==> src/rtl/sdrc_app_arb_pkg.sv <==
// Shared definitions for the SDRAM application-port arbiter: FSM encodings
// and the owner-index width helper.
package sdrc_app_arb_pkg;

    localparam logic [1:0] IDLE    = 2'd0;
    localparam logic [1:0] REQ     = 2'd1;
    localparam logic [1:0] WR_DATA = 2'd2;

    // A single-port configuration still needs a 1-bit owner index.
    function automatic int owner_w(input int np);
        return (np > 1) ? $clog2(np) : 1;
    endfunction

endpackage

==> src/rtl/sdrc_arb_tagfifo.sv <==
// Small synchronous FIFO of owner tags; tracks which master issued each
// outstanding read so returns can be routed back in order.
module sdrc_arb_tagfifo #(
    parameter int DEPTH = 4,
    parameter int W     = 2
) (
    input  logic         i_clk,
    input  logic         i_rst_n,
    input  logic         i_push,
    input  logic [W-1:0] i_push_data,
    input  logic         i_pop,
    output logic         o_full,
    output logic         o_empty,
    output logic [W-1:0] o_head
);
    localparam int PW = $clog2(DEPTH);
    localparam int CW = PW + 1;

    logic [W-1:0]  r_mem [DEPTH];
    logic [PW-1:0] r_wr_ptr;
    logic [PW-1:0] r_rd_ptr;
    logic [CW-1:0] r_count;
    logic          w_push;
    logic          w_pop;

    assign o_full  = (r_count == CW'(DEPTH));
    assign o_empty = (r_count == '0);
    assign o_head  = r_mem[r_rd_ptr];

    // A pop frees a slot in the same cycle, so push+pop while full is legal.
    assign w_pop  = i_pop & ~o_empty;
    assign w_push = i_push & (~o_full | w_pop);

    always_ff @(posedge i_clk or negedge i_rst_n) begin
        if (!i_rst_n) begin
            for (int i = 0; i < DEPTH; i++) r_mem[i] <= '0;
            r_wr_ptr <= '0;
            r_rd_ptr <= '0;
            r_count  <= '0;
        end else begin
            if (w_push) begin
                r_mem[r_wr_ptr] <= i_push_data;
                r_wr_ptr        <= r_wr_ptr + PW'(1);
            end
            if (w_pop) r_rd_ptr <= r_rd_ptr + PW'(1);
            case ({w_push, w_pop})
                2'b10:   r_count <= r_count + CW'(1);
                2'b01:   r_count <= r_count - CW'(1);
                default: r_count <= r_count;
            endcase
        end
    end

endmodule

==> src/rtl/sdrc_app_arb.sv <==
// Round-robin arbiter sharing one SDRAM controller application port among NP
// masters; steers write data from the owner and routes read returns by tag.
module sdrc_app_arb
    import sdrc_app_arb_pkg::*;
#(
    parameter int NP       = 4,
    parameter int APP_AW   = 26,
    parameter int dw       = 32,
    parameter int bl       = 9,
    parameter int RD_DEPTH = 4
) (
    input  logic                    sdram_clk,
    input  logic                    sdram_resetn,
    input  logic                    sdr_init_done,
    input  logic [NP-1:0]           m_req,
    input  logic [NP*APP_AW-1:0]    m_req_addr,
    input  logic [NP*bl-1:0]        m_req_len,
    input  logic [NP-1:0]           m_req_wr_n,
    output logic [NP-1:0]           m_ack,
    input  logic [NP*dw-1:0]        m_wr_data,
    input  logic [NP*dw/8-1:0]      m_wr_en_n,
    output logic [NP-1:0]           m_wr_next,
    output logic [NP-1:0]           m_rd_valid,
    output logic [NP-1:0]           m_last_rd,
    output logic [dw-1:0]           m_rd_data,
    output logic                    app_req,
    output logic [APP_AW-1:0]       app_req_addr,
    output logic [bl-1:0]           app_req_len,
    output logic                    app_req_wr_n,
    input  logic                    app_req_ack,
    output logic [dw-1:0]           app_wr_data,
    output logic [dw/8-1:0]         app_wr_en_n,
    input  logic                    app_wr_next_req,
    input  logic                    app_rd_valid,
    input  logic                    app_last_rd,
    input  logic [dw-1:0]           app_rd_data,
    output logic [owner_w(NP)-1:0]  arb_owner
);
    localparam int OW = owner_w(NP);
    localparam int BW = dw / 8;

    logic [1:0]        r_state;
    logic [OW-1:0]     r_owner;
    logic [OW-1:0]     r_rr_ptr;
    logic              r_app_req;
    logic [APP_AW-1:0] r_addr;
    logic [bl-1:0]     r_len;
    logic              r_wr_n;
    logic [bl-1:0]     r_beat_cnt;
    logic [NP-1:0]     r_m_ack;
    logic              r_rd_err;

    logic              w_fifo_full;
    logic              w_fifo_empty;
    logic [OW-1:0]     w_fifo_head;
    logic              w_push;
    logic              w_pop;
    logic [NP-1:0]     w_elig;
    logic [NP-1:0]     w_rot;
    logic              w_found;
    logic [OW:0]       w_sum;
    logic [OW-1:0]     w_pick;
    logic [APP_AW-1:0] w_sel_addr;
    logic [bl-1:0]     w_sel_len;
    logic              w_sel_wr_n;
    logic [dw-1:0]     w_own_data;
    logic [BW-1:0]     w_own_en_n;

    // A port whose m_ack is pulsing still shows its old m_req; mask it so it is not re-granted.
    assign w_elig = m_req & ~r_m_ack & (~m_req_wr_n | {NP{~w_fifo_full}});
    assign w_rot  = NP'({w_elig, w_elig} >> r_rr_ptr);

    always_comb begin
        w_found = 1'b0;
        w_sum   = '0;
        for (int i = NP - 1; i >= 0; i--) begin
            if (w_rot[i]) begin
                w_found = 1'b1;
                w_sum   = {1'b0, r_rr_ptr} + (OW+1)'(i);
            end
        end
        w_pick = (w_sum >= (OW+1)'(NP)) ? OW'(w_sum - (OW+1)'(NP)) : w_sum[OW-1:0];
    end

    always_comb begin
        w_sel_addr = '0;
        w_sel_len  = '0;
        w_sel_wr_n = 1'b1;
        w_own_data = '0;
        w_own_en_n = '1;
        for (int i = 0; i < NP; i++) begin
            if (OW'(i) == w_pick) begin
                w_sel_addr = m_req_addr[i*APP_AW +: APP_AW];
                w_sel_len  = m_req_len[i*bl +: bl];
                w_sel_wr_n = m_req_wr_n[i];
            end
            if (OW'(i) == r_owner) begin
                w_own_data = m_wr_data[i*dw +: dw];
                w_own_en_n = m_wr_en_n[i*BW +: BW];
            end
        end
    end

    assign w_push = (r_state == REQ) & app_req_ack & r_wr_n;
    assign w_pop  = app_rd_valid & app_last_rd;

    sdrc_arb_tagfifo #(
        .DEPTH (RD_DEPTH),
        .W     (OW)
    ) u_tagfifo (
        .i_clk       (sdram_clk),
        .i_rst_n     (sdram_resetn),
        .i_push      (w_push),
        .i_push_data (r_owner),
        .i_pop       (w_pop),
        .o_full      (w_fifo_full),
        .o_empty     (w_fifo_empty),
        .o_head      (w_fifo_head)
    );

    always_ff @(posedge sdram_clk or negedge sdram_resetn) begin
        if (!sdram_resetn) begin
            r_state    <= IDLE;
            r_owner    <= '0;
            r_rr_ptr   <= '0;
            r_app_req  <= 1'b0;
            r_addr     <= '0;
            r_len      <= '0;
            r_wr_n     <= 1'b0;
            r_beat_cnt <= '0;
            r_m_ack    <= '0;
        end else begin
            r_m_ack <= '0;
            case (r_state)
                IDLE: begin
                    if (sdr_init_done && w_found) begin
                        r_owner   <= w_pick;
                        r_addr    <= w_sel_addr;
                        r_len     <= w_sel_len;
                        r_wr_n    <= w_sel_wr_n;
                        r_app_req <= 1'b1;
                        r_state   <= REQ;
                    end
                end
                REQ: begin
                    if (app_req_ack) begin
                        r_app_req <= 1'b0;
                        r_m_ack   <= NP'(1) << r_owner;
                        r_rr_ptr  <= (r_owner == OW'(NP - 1)) ? '0 : r_owner + OW'(1);
                        if (r_wr_n) begin
                            r_state <= IDLE;
                        end else begin
                            r_beat_cnt <= (r_len == '0) ? bl'(1) : r_len;
                            r_state    <= WR_DATA;
                        end
                    end
                end
                WR_DATA: begin
                    if (app_wr_next_req) begin
                        r_beat_cnt <= r_beat_cnt - bl'(1);
                        if (r_beat_cnt <= bl'(1)) r_state <= IDLE;
                    end
                end
                default: r_state <= IDLE;
            endcase
        end
    end

    // Sticky flag: read data arrived with no outstanding tag to route it to.
    always_ff @(posedge sdram_clk or negedge sdram_resetn) begin
        if (!sdram_resetn) r_rd_err <= 1'b0;
        else               r_rd_err <= r_rd_err | (app_rd_valid & w_fifo_empty);
    end

    a_rd_orphan: assert property (@(posedge sdram_clk) disable iff (!sdram_resetn) !r_rd_err);

    assign app_req      = r_app_req;
    assign app_req_addr = r_addr;
    assign app_req_len  = r_len;
    assign app_req_wr_n = r_wr_n;
    assign arb_owner    = r_owner;
    assign m_ack        = r_m_ack;
    assign app_wr_data  = w_own_data;
    assign app_wr_en_n  = (r_state == WR_DATA) ? w_own_en_n : '1;
    assign m_wr_next    = (r_state == WR_DATA && app_wr_next_req) ? (NP'(1) << r_owner) : '0;
    assign m_rd_valid   = (app_rd_valid && !w_fifo_empty) ? (NP'(1) << w_fifo_head) : '0;
    assign m_last_rd    = (app_last_rd && !w_fifo_empty) ? (NP'(1) << w_fifo_head) : '0;
    assign m_rd_data    = app_rd_data;

endmodule
==> config.mk <==
export PLATFORM = sky130hd
export DESIGN_NAME = sdrc_app_arb
export DESIGN_NICKNAME = d
export VERILOG_FILES = /design/src/rtl/sdrc_app_arb_pkg.sv /design/src/rtl/sdrc_arb_tagfifo.sv /design/src/rtl/sdrc_app_arb.sv
export SDC_FILE = /design/constraint.sdc
export NUM_CORES = 1
export LEC_CHECK = 0
export ABC_AREA = 1
export CAP_MARGIN = 20
export CELL_PAD_IN_SITES_DETAIL_PLACEMENT = 1
export CELL_PAD_IN_SITES_GLOBAL_PLACEMENT = 2
export CORE_ASPECT_RATIO = 1.4
export CORE_MARGIN = 8
export CORE_UTILIZATION = 17
export DETAILED_ROUTE_END_ITERATION = 7
export PLACE_DENSITY = 0.94
export RECOVER_POWER = 25
export SLEW_MARGIN = 20
export SYNTH_ARGS = -nofsm -noshare
export SYNTH_HDL_FRONTEND = slang
export SYNTH_SLANG_ARGS = --single-unit
==> constraint.sdc <==
create_clock -name sdram_clk -period 4.4 [get_ports sdram_clk]
set_input_delay 1.32 -clock sdram_clk [delete_from_list [all_inputs] [get_ports sdram_clk]]
set_output_delay 1.32 -clock sdram_clk [all_outputs]
set_load 0.05 [all_outputs]
==> qor.yml, run 1 <==
logic_synthesis:
  ys_types: 38
  synth_area_um2: 5960
  syn_nets: 1258
  ys_seq_area_share_pct: 29.8
  synth_top_area_share_pct: 29.8
  synth_edf_count: 0
  avgSynthCellArea_um2: 6.52
  synthArstFlopShare_pct: 100
  synth-seq-cells: 71
  synthCells: 915
  netlist_top_cells_area: "dfrtp_1 (30%), nand2_1 (18%), o21ai_0 (7.3%)"
  yosys.area.top_type: "dfrtp_1"
  synth_ff_type: "dfrtp_1"
  yosys_warnings: 0
timing:
  skew_ns: 0.00958
  fmax_mhz: 240
  worst_slew_pin_slew_ns: 1.79
  hold_viol_final: 0
  fin_crit_sh_pct: 94.8
  fin_tns_setup_ns: 0
  final_max_slew_viol_count: 32
  rsz0062_at_grt: "false"
  holdWs_ns: 0.474
  relSlewSlack_pct: -19.4
  post-route-min-period_ns: 4.17
  setup_violations: 0
clocking:
  cts-root-buf: "clkbuf_16"
  hold_buffers: 0
  cts_htree_levels: 3
  clock_latency_ns: 0.37
  post_cts_buffers: 0
  clkTransAtPathRegs_ns: 0.07
  cts_resized: 0
  cts_made_buffers: 9
  clock_path_buffers: 2
  cts_tree: "done"
  clock_sinks: 71
worst_setup_path:
  cp.arrival_ns: 2.85
  crit_path_max_fanout: 32
  rr_worst_depth: 14
  start_kind: "flop"
  ff2ff_setup_slack_ns: 1.59
  required_ns: 3.08
  reg2reg_from: "r_rr_ptr[0]"
  cp-end-kind: "primary output"
  r2r-end: "app_req_addr[4]"
  path_class: "flop to primary output"
  critPathCapture: "app_wr_data[26]"
  crit_start: "arb_owner[1]"
power_and_ir_drop:
  power.leakage_uw: 0.00480
  powerDensity_nw_per_um2: 900
  vdd_ir_drop_max_mv: 0.445
  p_total_uw: 9730
routing:
  vias: 7666
  drc: 0
  totalWireLength_mm: 35.2
  ant_nets: 0
  dr.pass1.iters: 4
  viasPerCell: 4.48
  wl_per_cell_um: 20.5
  drt-initial-drc-count: 216
final_layout:
  syn_to_final_growth_pct: 81.3
  fin_nets: 1592
  nFillCells: 4222
  final_cells: 1713
  fin_area_um2: 10800
  drive_gt1_share_pct: 10.1
die:
  dieArea_um2: 41400
  start_util_pct: 17.2
  rows: 81
  num_io_pins: 454
  die_y_um: 238
  fp.dieW_um: 174
  coreArea_um2: 34800
run:
  drv_cap: 1
placed_design:
  place.detailed.hpwl_mm: 29.2
  postPlaceCellArea_um2: 10500
  gp_routability_congestion: 0.848
  dp_cells: 1693
  port_buffers: 389
grt:
  grt_use_total_pct: 16.8
  grt_pass1_vias: 8719
  grt_overflow: 0
  grt_pass1_wl_mm: 53.0
  grt_max_degree: 72
  antenna_found_initial: 10
outcome:
  status: "finished, violations left"
  violations: "max-capacitance violations, max-slew violations"
hold_path:
  hold_class: "flop to flop"
==> synthesized netlist by cell type (3+ instances only) <==
library cell  number
buf_2             10
o31ai_1           32
o21ai_1            7
buf_6              4
nor4_1             3
nand2_1          283
ha_1              11
buf_4             35
o221a_2            4
nand3_1           81
nor2_1            72
clkbuf_1          33
a221oi_1          33
a21oi_1           21
inv_1             91
nand2_4            3
dfrtp_1           71
nor2_4             4
xor2_1             3
o21ai_0           87
==> final cells by class <==
| class | count | area (um^2) | area share (%) |
|---|---|---|---|
| inverter | 95 | 357 | 3.30 |
| antenna | 3 | 7.51 | 0.0695 |
| clock inverter | 7 | 103 | 0.949 |
| clock buffer | 9 | 225 | 2.08 |
| multi-input combinational | 665 | 3470 | 32.1 |
| tap | 456 | 571 | 5.28 |
| sequential | 71 | 1780 | 16.4 |
| timing repair buffer | 407 | 4300 | 39.8 |
==> metrics by stage <==
stage          setup WS (ns)  utilization, %
2_1_floorplan         0.0339               -
3_3_place_gp           0.207            30.1
3_5_place_dp           0.184            30.1
4_1_cts               0.0820            31.1
5_1_grt               0.0128            31.1
6_report               0.230            31.1
==> worst min path at each step <==
stage	start	to	slack, ns	cells after the start
floorplan	u_tagfifo.r_rd_ptr[1]	u_tagfifo.r_rd_ptr[1]	0.44	1
global placement	u_tagfifo.r_rd_ptr[1]	u_tagfifo.r_rd_ptr[1]	0.46	1
detailed placement	u_tagfifo.r_rd_ptr[1]	u_tagfifo.r_rd_ptr[1]	0.46	1
CTS	u_tagfifo.r_rd_ptr[1]	u_tagfifo.r_rd_ptr[1]	0.47	1
global route	u_tagfifo.r_rd_ptr[1]	u_tagfifo.r_rd_ptr[1]	0.49	1
finish	u_tagfifo.r_rd_ptr[1]	u_tagfifo.r_rd_ptr[1]	0.47	1
==> state kept, by name, summed over array words and instances, names as in the netlist <==
register	cells
m_ack	4
u_tagfifo.r_wr_ptr	2
app_req_len	9
app_req	1
r_rr_ptr	2
u_tagfifo.r_count	3
u_tagfifo.r_mem	8
r_state	2
u_tagfifo.r_rd_ptr	2
r_beat_cnt	9
arb_owner	2
app_req_addr	26
app_req_wr_n	1
==> worst max-delay path: stages, from the launching register on <==
cell and delay (ns):
dfrtp_1 0.47, inv_1 0.21, ha_1 0.18, inv_1 0.12, nor2_2 0.20, buf_4 0.41
a221oi_1 0.20, o31ai_1 0.48, buf_12 0.21
==> cells in the final DEF (no fill, tap or decap), types with 3 or more instances in the layout <==
master and instances:
a21oi_1 21, a221oi_1 33, buf_12 32, buf_4 33, clkbuf_16 9, clkdlybuf4s50_1 340
dfrtp_1 71, diode_2 3, ha_1 9, inv_1 91, inv_6 4, nand2_1 283
nand2_4 3, nand3_1 80, nand3_2 3, nor2_1 71, nor2_4 4, nor4_1 3
o21ai_0 87, o21ai_1 7, o221a_2 4, o31ai_1 12, o31ai_2 20, xor2_1 3
==> logic make-up (layout without fill, tap and decap cells) <==
group                    count (synthesis)  in the layout  synth area share [%]
AO/OA/AOI/OAI                          195            195                  20.8
XOR/XNOR                                 5              5                 0.735
adder cells (fa/ha/maj)                 12             12                  2.64
buffers and inverters                  179            518                  14.2
flip-flops                              71             71                  29.8
other                                    0              3                     0
AND/OR/NAND/NOR                        453            453                  31.9
==> report_power, final <==
group          switching [uW]  internal (uW)  leakage [uW]
registers                 256            949      0.000897
logic                    4980           2700       0.00374
clock network             344            505      0.000157
==> routing by layer <==
metal | GRT usage (%) | vias to the layer above | routed length (um)
met3 | 5.86 | 86 | 3020
li1 | - | 3666 | -
met2 | 29.4 | 328 | 17200
met4 | 8.96 | 10 | 1650
met5 | 0 | - | 59
met1 | 17.4 | 3576 | 13200
(Power assumes the default switching activity.)
==> run 2: changes to the inputs <==
Settings changed: CORE_MARGIN 8 to 5.
==> qor.yml, run 2 (synthesis results as in run 1) <==
clocking:
  cts_tree: "done"
  clock_sinks: 71
  post_cts_buffers: 0
  clock_latency_ns: 0.37
  clkTransAtPathRegs_ns: 0.07
  clock_path_buffers: 2
  cts_made_buffers: 9
  cts_htree_levels: 3
  cts-root-buf: "clkbuf_16"
outcome:
  violations: "max-capacitance violations, max-slew violations"
  status: "finished, violations left"
timing:
  rsz0062_at_grt: "false"
  fin_crit_sh_pct: 96.3
  skew_ns: 0.0118
  holdWs_ns: 0.475
  relSlewSlack_pct: -61.3
  fin_tns_setup_ns: 0
  hold_viol_final: 0
  worst_slew_pin_slew_ns: 2.42
  post-route-min-period_ns: 4.24
  fmax_mhz: 236
  setup_violations: 0
  final_max_slew_viol_count: 67
  setup_slack_ns: 0.161
grt:
  grt_overflow: 0
  grt_max_degree: 59
  grt_pass1_vias: 8337
  grt_use_total_pct: 17.5
  antenna_found_initial: 8
  grt_pass1_wl_mm: 51.3
die:
  die_y_um: 232
  rows: 81
  fp.dieW_um: 168
  dieArea_um2: 39000
  start_util_pct: 17.2
  num_io_pins: 454
  coreArea_um2: 34800
hold_path:
  min_from: "u_tagfifo.r_rd_ptr[1]"
  hold_class: "flop to flop"
worst_setup_path:
  required_ns: 3.08
  cp-end-kind: "primary output"
  crit_path_max_fanout: 23
  start_kind: "flop"
  crit_start: "arb_owner[1]"
  cp.arrival_ns: 2.92
  reg2reg_from: "r_rr_ptr[0]"
  path_class: "flop to primary output"
power_and_ir_drop:
  switchingPower_uw: 5620
  combPwrFrac_pct: 79.7
  power_frac_seq_pct: 12.3
  p_total_uw: 9900
  p_sw_share_pct: 56.8
  p_int_uw: 4280
  power.leakage_uw: 0.00485
  clkPwrFrac_pct: 8.0
  powerDensity_nw_per_um2: 906
  vdd_ir_drop_max_mv: 0.446
placed_design:
  preCtsSetupSlack_ns: 0.298
  port_buffers: 389
  gp_routability_congestion: 0.896
  place.detailed.hpwl_mm: 29.4
  postPlaceCellArea_um2: 10600
final_layout:
  layout_commonest_cell: "clkdlybuf4s50_1"
  syn_to_final_growth_pct: 83.3
  fin_nets: 1597
  multiInputGateArea_um2: 3470
  fin_area_um2: 10900
  nFillCells: 4241
  drive_gt1_share_pct: 10.4
  largest_register_ffs: 26
  layout_common_cells: "clkdlybuf4s50_1 (340), nand2_1 (283), inv_1 (91)"
  ff_latch_area_um2: 1780
run:
  drv_cap: 2
routing:
  drc: 0
  viasPerCell: 4.52
  ant_nets: 0
  wl_per_cell_um: 20.6
  totalWireLength_mm: 35.4
  dr.pass1.iters: 4
  vias: 7764
  drt-initial-drc-count: 276
[run 2: worst paths after layout]
| check | end | slack, ns | depth (start not counted) |
|---|---|---|---|
| worst min register to register | u_tagfifo.r_rd_ptr[1] | 0.47 | 1 |
| min in group asynchronous | app_req_addr[10] | 0.85 | 1 |
| worst min-delay path | u_tagfifo.r_rd_ptr[1] | 0.47 | 1 |
| max in group asynchronous | r_beat_cnt[7] | 0.89 | 2 |
| worst max-delay path | app_wr_data[27] | 0.16 | 9 |
| worst max register to register | app_req_len[1] | 1.65 | 13 |
[run 2: worst max-delay path, stage by stage (launching register included)]
cell	delay, ns
dfrtp_1	0.45
inv_1	0.22
ha_1	0.19
inv_1	0.11
nor2_2	0.24
buf_4	0.24
buf_4	0.31
a221oi_1	0.13
o31ai_1	0.43
buf_12	0.20
[run 2: power groups by stage]
stage,Sequential [uW],Clock [uW],Combinational [uW]
global route,1260,844,8520
finish,1220,794,7890
global placement,1220,0,7840
floorplan,1710,0,4350
CTS,1220,827,7990
detailed placement,1230,0,7980
[run 2: area by class of cell]
type,instances,area share [%]
Multi-Input combinational cell,665,31.8
Tap cell,456,5.22
Sequential cell,71,16.3
Clock buffer,9,2.06
Inverter,95,3.26
Timing Repair Buffer,412,40.7
Antenna cell,1,0.0229
Clock inverter,7,0.710
[run 2: stage by stage]
step	util, %	std cells
global placement	30.6	1699
CTS	31.5	1715
floorplan	-	915
detailed placement	30.6	1699
finish	31.4	1716
global route	31.4	1715
[run 2: what timing repair did]
action | 4_1_cts | 5_1_grt
resized for setup | 0 | 1
hold buffers | 0 | 0
hold endpoints to repair | 0 | 0
setup endpoints to repair | 0 | 1
[run 2: per-layer routing]
layer  track usage [%]  up-vias  share of wire, %  wire (um)
met3              4.62       64               8.2       2910
met1              19.0     3685                38      13300
met2              31.5      342                50      17700
met5                 0        -             0.037         13
met4              8.22        2               4.3       1510
li1                  -     3671                 -          -
==> run 3: changes to the inputs <==
Settings changed: CORE_ASPECT_RATIO 1.4 to unset, GPL_ROUTABILITY_DRIVEN set to 0.
==> qor.yml, run 3 (synthesis results as in run 1) <==
grt:
  grt_overflow: 0
  grt_use_total_pct: 15.2
  grt_pass1_vias: 8261
  grt_max_degree: 72
  antenna_found_initial: 1
  grt_pass1_wl_mm: 46.6
placed_design:
  place.detailed.hpwl_mm: 25.2
  preCtsSetupSlack_ns: 0.317
  port_buffers: 389
  postPlaceCellArea_um2: 10100
timing:
  post-route-min-period_ns: 4.07
  fin_tns_setup_ns: 0
  setup_slack_ns: 0.335
  setup_violations: 0
  fin_crit_sh_pct: 92.4
  final_max_slew_viol_count: 72
  worst_slew_pin_slew_ns: 1.99
  relSlewSlack_pct: -32.8
  fmax_mhz: 246
  hold_viol_final: 0
  skew_ns: 0.0141
  holdWs_ns: 0.470
  rsz0062_at_grt: "false"
routing:
  vias: 7543
  drc: 0
  dr.pass1.iters: 4
  drt-initial-drc-count: 223
  ant_nets: 0
  totalWireLength_mm: 30.7
  wl_per_cell_um: 18.0
  viasPerCell: 4.42
clocking:
  clock_sinks: 71
  cts-root-buf: "clkbuf_16"
  clock_latency_ns: 0.35
  cts_tree: "done"
  hold_buffers: 0
  cts_made_buffers: 9
  cts_htree_levels: 3
  clock_path_buffers: 2
  cts_resized: 0
  post_cts_buffers: 0
  clkTransAtPathRegs_ns: 0.06
die:
  num_io_pins: 454
  dieArea_um2: 38900
  start_util_pct: 17.2
  die_y_um: 197
  rows: 68
  coreArea_um2: 34600
  fp.dieW_um: 197
power_and_ir_drop:
  power.leakage_uw: 0.00466
  powerDensity_nw_per_um2: 859
  vdd_ir_drop_max_mv: 0.405
final_layout:
  nFillCells: 4281
  layout_common_cells: "clkdlybuf4s50_1 (340), nand2_1 (283), inv_1 (91)"
  syn_to_final_growth_pct: 74.5
  largest_register_ffs: 26
  fin_nets: 1592
  layout_commonest_cell: "clkdlybuf4s50_1"
  diodes: 0
  drive_gt1_share_pct: 9.98
  fin_area_um2: 10400
hold_path:
  hold_class: "flop to flop"
  min_path_cells: 1
  min_from: "u_tagfifo.r_rd_ptr[1]"
  hold_end: "u_tagfifo.r_rd_ptr[1]"
worst_setup_path:
  required_ns: 3.08
  ff2ff_setup_slack_ns: 1.59
  crit_chain: "inv_1 > ha_1 > inv_1 > nor2_2 > buf_4 > a221oi_1 > o31ai_1 > buf_4"
  critPathMaxStageDelay_ns: 0.48
  start_kind: "flop"
  path_class: "flop to primary output"
  rr_worst_depth: 14
  crit_path_max_fanout: 31
  reg2reg_from: "r_rr_ptr[0]"
  cp.arrival_ns: 2.75
  cp-end-kind: "primary output"
  r2r-end: "app_req_addr[15]"
  critPathSlowestCell: "dfrtp_1"
outcome:
  violations: "max-capacitance violations, max-slew violations"
  status: "finished, violations left"
run:
  drv_cap: 1
==> run 3: changes by cell type in the layout (fill, tap and decap cells not counted), sizes merged <==
| cell | before | now |
|---|---|---|
| bufinv | 1 | 0 |
| diode | 1 | 0 |
| clkbuf | 12 | 11 |
| inv | 96 | 94 |
| buf | 69 | 66 |
| clkinv | 4 | 5 |
==> run 3: worst max path at each step <==
stage	endpoint	cells past startpoint	startpoint
3_5_place_dp	app_req_addr[15]	17	m_req[2]
2_1_floorplan	app_wr_data[1]	7	arb_owner[1]
3_3_place_gp	app_wr_en_n[2]	6	m_wr_en_n[6]
4_1_cts	app_wr_data[25]	8	arb_owner[0]
5_1_grt	app_wr_data[26]	8	arb_owner[0]
6_report	app_wr_data[25]	8	arb_owner[0]
==> run 3: per-layer routing <==
metal	routed length, um	part of all wire, %	up-vias	GRT usage (%)
met2	14900	48	324	26.6
met3	2850	9.3	35	5.32
met1	12300	40	3525	17.4
met5	7	0.023	-	0
li1	-	-	3657	-
met4	682	2.2	2	4.29
==> run 3: power by group <==
part	internal (uW)	total (uW)	leakage, uW	switching, uW
sequential	950	1210	0.000897	260
combinational	2250	7040	0.00363	4790
clock	380	694	0.000129	314
==> run 3: area by class of cell <==
cell class              instances  area [um^2]  area share [%]
inverters                      95          357            3.43
clock buffers                  10          229            2.20
flip-flops and latches         71         1780            17.1
repair buffers                407         3990            38.4
multi-input cells             665         3450            33.1
clock inverters                 5         35.0           0.337
well taps                     455          569            5.47
==> run 3: critical path: cells and delay by family (launching register included) <==
kind,cells,cell delay (ns)
simple gates,1,0.20
buf+inv,4,0.99
compound gates,2,0.54
flops,1,0.48
fa+ha+maj,1,0.19
==> run 3: per-stage QoR <==
step	std cells	power, uW	utilization (%)
after floorplan	915	6070	-
after global placement	1693	8240	29.3
after detailed placement	1693	8360	29.3
after CTS	1708	9110	30.1
after global routing	1708	9730	30.1
final	1708	8940	30.1
